### config.mk
export PLATFORM = sky130hd
export DESIGN_NAME = fifo_rd_ctrl
export DESIGN_NICKNAME = d
export VERILOG_FILES = /design/src/rtl/fifo_rd_ctrl.sv
export SDC_FILE = /design/constraint.sdc
export NUM_CORES = 1
export LEC_CHECK = 0
export CORE_MARGIN = 10
export CORE_UTILIZATION = 44
export DETAILED_ROUTE_END_ITERATION = 10
export PLACE_DENSITY_LB_ADDON = 0.3
export REMOVE_ABC_BUFFERS = 1
export SETUP_SLACK_MARGIN = 0.15
export SLEW_MARGIN = 0
export SYNTH_ARGS = -nofsm -noshare
export SYNTH_HDL_FRONTEND = slang
export SYNTH_SLANG_ARGS = --single-unit
### constraint.sdc
create_clock -name rd_clk_i -period 3 [get_ports rd_clk_i]
set_input_delay 0.45 -clock rd_clk_i [delete_from_list [all_inputs] [get_ports rd_clk_i]]
set_output_delay 0.45 -clock rd_clk_i [all_outputs]
set_load 0.05 [all_outputs]
### src/rtl/fifo_rd_ctrl.sv
// Read-side controller of a dual-clock FIFO: owns the read pointer, drives RAM read, derives empty/level flags.
// Optional sticky underflow detection is built when FIFO_RD_UNDERFLOW_EN is defined.
module fifo_rd_ctrl #(
    parameter int unsigned AWIDTH       = 3,
    parameter int unsigned ALMOST_EMPTY = 2
) (
    input  logic              rd_clk_i,
    input  logic              aclr_i,
    input  logic              rd_req_i,
    input  logic [AWIDTH:0]   wr_pntr_gray_i,
    output logic [AWIDTH-1:0] rd_addr_o,
    output logic              rd_en_o,
    output logic              rd_valid_o,
    output logic [AWIDTH:0]   rd_pntr_gray_o,
    output logic              rd_empty_o,
    output logic              rd_almost_empty_o,
    output logic [AWIDTH:0]   rd_usedw_o,
    output logic              rd_underflow_o
);

    localparam int unsigned PW = AWIDTH + 1;

    typedef enum logic {
        ST_EMPTY    = 1'b0,
        ST_NONEMPTY = 1'b1
    } state_e;

    state_e          state_q, state_d;
    logic [PW-1:0]   rd_bin_q, rd_bin_d;
    logic [PW-1:0]   rd_gray_q, rd_gray_d;
    logic [PW-1:0]   usedw_q, usedw_d;
    logic [PW-1:0]   wr_bin_c;
    logic            aempty_q, aempty_d;
    logic            valid_q;
    logic            acc_c;

    // State register: EMPTY/NONEMPTY doubles as the registered empty flag
    always_ff @(posedge rd_clk_i or negedge aclr_i) begin
        if (!aclr_i) begin
            state_q <= ST_EMPTY;
        end else begin
            state_q <= state_d;
        end
    end

    // Next state is decided by the post-edge read pointer against the synchronised write pointer
    always_comb begin
        state_d = state_q;
        if (rd_gray_d == wr_pntr_gray_i) begin
            state_d = ST_EMPTY;
        end else begin
            state_d = ST_NONEMPTY;
        end
    end

    // Output decode: accept only when not empty
    always_comb begin
        acc_c      = 1'b0;
        rd_empty_o = 1'b1;
        if (state_q == ST_NONEMPTY) begin
            acc_c      = rd_req_i;
            rd_empty_o = 1'b0;
        end
    end

    assign rd_en_o   = acc_c;
    assign rd_addr_o = rd_bin_q[AWIDTH-1:0];

    // Pointer advance, Gray encode, and fill level from the synchronised write pointer
    always_comb begin
        wr_bin_c = '0;
        for (int unsigned i = 0; i < PW; i++) begin
            wr_bin_c[i] = ^(wr_pntr_gray_i >> i);
        end
        rd_bin_d  = rd_bin_q + PW'(acc_c);
        rd_gray_d = rd_bin_d ^ (rd_bin_d >> 1);
        usedw_d   = wr_bin_c - rd_bin_d;
        aempty_d  = (32'(usedw_d) <= ALMOST_EMPTY);
    end

    always_ff @(posedge rd_clk_i or negedge aclr_i) begin
        if (!aclr_i) begin
            rd_bin_q  <= '0;
            rd_gray_q <= '0;
            usedw_q   <= '0;
            aempty_q  <= 1'b1;
            valid_q   <= 1'b0;
        end else begin
            rd_bin_q  <= rd_bin_d;
            rd_gray_q <= rd_gray_d;
            usedw_q   <= usedw_d;
            aempty_q  <= aempty_d;
            valid_q   <= acc_c;
        end
    end

    assign rd_pntr_gray_o    = rd_gray_q;
    assign rd_usedw_o        = usedw_q;
    assign rd_almost_empty_o = aempty_q;
    assign rd_valid_o        = valid_q;

`ifdef FIFO_RD_UNDERFLOW_EN
    logic underflow_q;

    // Sticky until reset: a request seen while empty
    always_ff @(posedge rd_clk_i or negedge aclr_i) begin
        if (!aclr_i) begin
            underflow_q <= 1'b0;
        end else if (rd_req_i && (state_q == ST_EMPTY)) begin
            underflow_q <= 1'b1;
        end
    end

    assign rd_underflow_o = underflow_q;
`else
    assign rd_underflow_o = 1'b0;
`endif

endmodule

==> impl_metrics.csv <==
group,metric,value,unit
status,outcome,"complete, no violations",
timing,fin_crit_sh,87.4,%
timing,hold_violations,0,
placement,numPortBuffers,21,
yosys,synth_edf_count,0,
placement,placed_cells,90,
yosys,ys_seq_area_share,49.2,%
critical_path,r2r_end,"rd_almost_empty_o",
critical_path,cpPeakStageDelay,0.46,ns
global_route,antenna_found_initial,0,
critical_path,cp.arrival,2.81,ns
routing,ant_nets,0,
floorplanning,rows,14,
yosys,ys_types,22,
critical_path,worst-path-max-fanout,3,
routing,post-route-drc-count,0,
routing,totalWireLength,1.53,mm
critical_path,crit-reg2reg-launch,"state_q",
critical_path,r2r_slack,0.59,ns
yosys,synth_flop_cell,"dfrtp_1",
timing,tightest_slew,0.609,ns
placement,dpl_cell_area,941,sq um
yosys,ys.warnings.count,0,
critical_path,crit_path_frequent_cell,"ha_1",
min_path,min_path_cells,1,
cells_and_area,layout.cells.non_filler,94,
timing,timing.fmax,0.382,GHz
clock_tree,clkTransAtPathRegs,0.08,ns
clock_tree,cts_max_path_buffers,2,
yosys,synth_most_common_cell,"dfrtp_1",
timing,period_needed,2.62,ns
timing,fin_skew,0.00202,ns
floorplanning,die_area,3640,sq um
yosys,syn-cell-area,714,sq um
cells_and_area,drive_above_1_share,15.4,%
critical_path,worstSetupPathType,"in2reg",
routing,vias_per_cell,4.87,
clock_tree,worstSkewPairLatency,0.27,ns
critical_path,startpoint_type,"input pin",
cells_and_area,nets,91,
min_path,hp-class,"reg2reg",
yosys,avgSynthCellArea,13.2,sq um
yosys,synth-async-reset-ratio,100,%
placement,gp_congestion,0.736,
run,cap_violations,0,
clock_tree,cts-resized-gates,0,
floorplanning,coreArea,1520,sq um
floorplanning,chipWidth,60.3,um
clock_tree,numCtsBuffers,3,
min_path,holdPathEnd,"rd_bin_q[3]",
global_route,grt_start_max_net_pins,15,
global_route,overflow,0,
critical_path,slowest_stage,"or3b_2",
global_route,grt_pass1_vias,533,
cells_and_area,syn_to_final_growth,36.8,%
placement,hpwl,1.28,mm
timing,maxSlewHeadroom,59.3,%
clock_tree,cts_hold_buf,0,
routing,first_pass_iters,1,
cells_and_area,fin_util,64.1,%
yosys,synth-seq-cells,14,
yosys,syn_inst,54,
cells_and_area,design_area,977,sq um
clock_tree,cts_setup_buffers,0,
critical_path,cp.required,3.19,ns
yosys,yosysTopAreaCell,"dfrtp_1",
min_path,holdCritStartpoint,"rd_bin_q[3]",
yosys,ys_top_cells_by_count,"dfrtp_1 (13), xor2_1 (7), xnor2_1 (6)",
global_route,grt_pass1_wl,2.43,mm
clock_tree,tritoncts,"yes",
timing,setup_violations,0,
timing,setup-tns-final,0,ns
critical_path,crit_path_end_kind,"flop",
clock_tree,cts-root-buf,"clkbuf_4",
routing,vias,458,
yosys,yosysTopAreaCellShare,45.5,%
cells_and_area,diodes,0,
timing,rsz0062_at_grt,"no",
critical_path,cp_cell_sequence,"clkdlybuf4s50_1 > and2_1 > ha_1 > ha_1 > xnor2_2 > ha_1 > or3b_2 > o211ai_2 > xnor2_1 > a211oi_2",
floorplanning,io_pins,23,
routing,wl_per_cell,16.3,um
clock_tree,htree_levels,1,
critical_path,worstRegToRegCells,9,
yosys,yosys-top-cells-area,"dfrtp_1 (46%), ha_1 (8.8%), xor2_1 (8.6%)",
floorplanning,fp.dieH,60.3,um
timing,drv_slew,0,
cells_and_area,fill_cells,135,
clock_tree,cts.sink_count,14,
routing,drtIter0Drc,0,
global_route,grt_usage,8.84,%
floorplanning,floorplan.initialDensity,46.9,%
-- flip-flops by register name, summed over array words and instances (netlist names) --
name	count
rd_almost_empty_o	1
rd_valid_o	1
state_q	1
rd_bin_q	4
rd_pntr_gray_o	3
rd_usedw_o	4
-- cells in the final DEF (no fill, tap or decap), types with 2 or more instances in the layout --
cell | synthesis | layout
clkbuf_4 | 0 | 3
clkdlybuf4s50_1 | 0 | 21
dfrtp_1 | 13 | 13
ha_1 | 5 | 5
inv_1 | 5 | 5
nand3_1 | 2 | 2
xnor2_1 | 6 | 6
xor2_1 | 7 | 7
-- final cells by class --
type / instances / area, sq um / share of cell area (%)
Sequential cell: 14 / 352 / 36.0
Multi-Input combinational cell: 33 / 333 / 34.1
Timing Repair Buffer: 22 / 218 / 22.3
Clock buffer: 4 / 36.3 / 3.71
Tap cell: 16 / 20.0 / 2.05
Inverter: 5 / 18.8 / 1.92
-- critical path, delay by kind of cell --
kind / cells / cell delay [ns]
adders and majority gates: 3 / 0.80
and+or+nand+nor: 2 / 0.65
buffers and inverters: 1 / 0.39
xor gates and xnor gates: 2 / 0.27
AOI/OAI and AO/OA: 2 / 0.24
-- stage by stage --
step / hold WS, ns / setup slack, ns
finish: 0.544 / 0.379
CTS: 0.544 / 0.373
global route: 0.579 / 0.267
global placement: 0.523 / 0.168
detailed placement: 0.532 / 0.0878
floorplan: 0.154 / 0.296
-- how the worst max path moves through the flow --
stage / from / end / slack, ns / cells after the start
floorplan: rd_req_i / rd_almost_empty_o / 0.30 / 9
global placement: rd_req_i / rd_almost_empty_o / 0.17 / 10
detailed placement: rd_req_i / rd_almost_empty_o / 0.09 / 10
CTS: rd_req_i / rd_almost_empty_o / 0.37 / 10
global route: rd_req_i / rd_almost_empty_o / 0.27 / 10
finish: rd_req_i / rd_almost_empty_o / 0.38 / 10
-- layer usage --
layer	GRT usage (%)	vias up	part of all wire, %
met5	0	-	0
met4	5.77	0	2.0
met3	1.48	2	7.6
met2	15.3	14	51
met1	9.58	220	39
li1	-	222	-
-- logic make-up (layout without fill, tap and decap cells) --
family | Yosys count | in the layout | synth area share (%)
XOR/XNOR | 16 | 16 | 24.7
flip-flops | 14 | 14 | 49.2
buffers and inverters | 7 | 31 | 4.20
AO/OA/AOI/OAI | 6 | 6 | 8.23
adder cells (fa/ha/maj) | 5 | 5 | 8.76
AND/OR/NAND/NOR | 5 | 5 | 4.38
other | 1 | 1 | 0.525
Power is not shown: default switching activity piles up to over one toggle a cycle in this logic, so the estimate is an artifact.
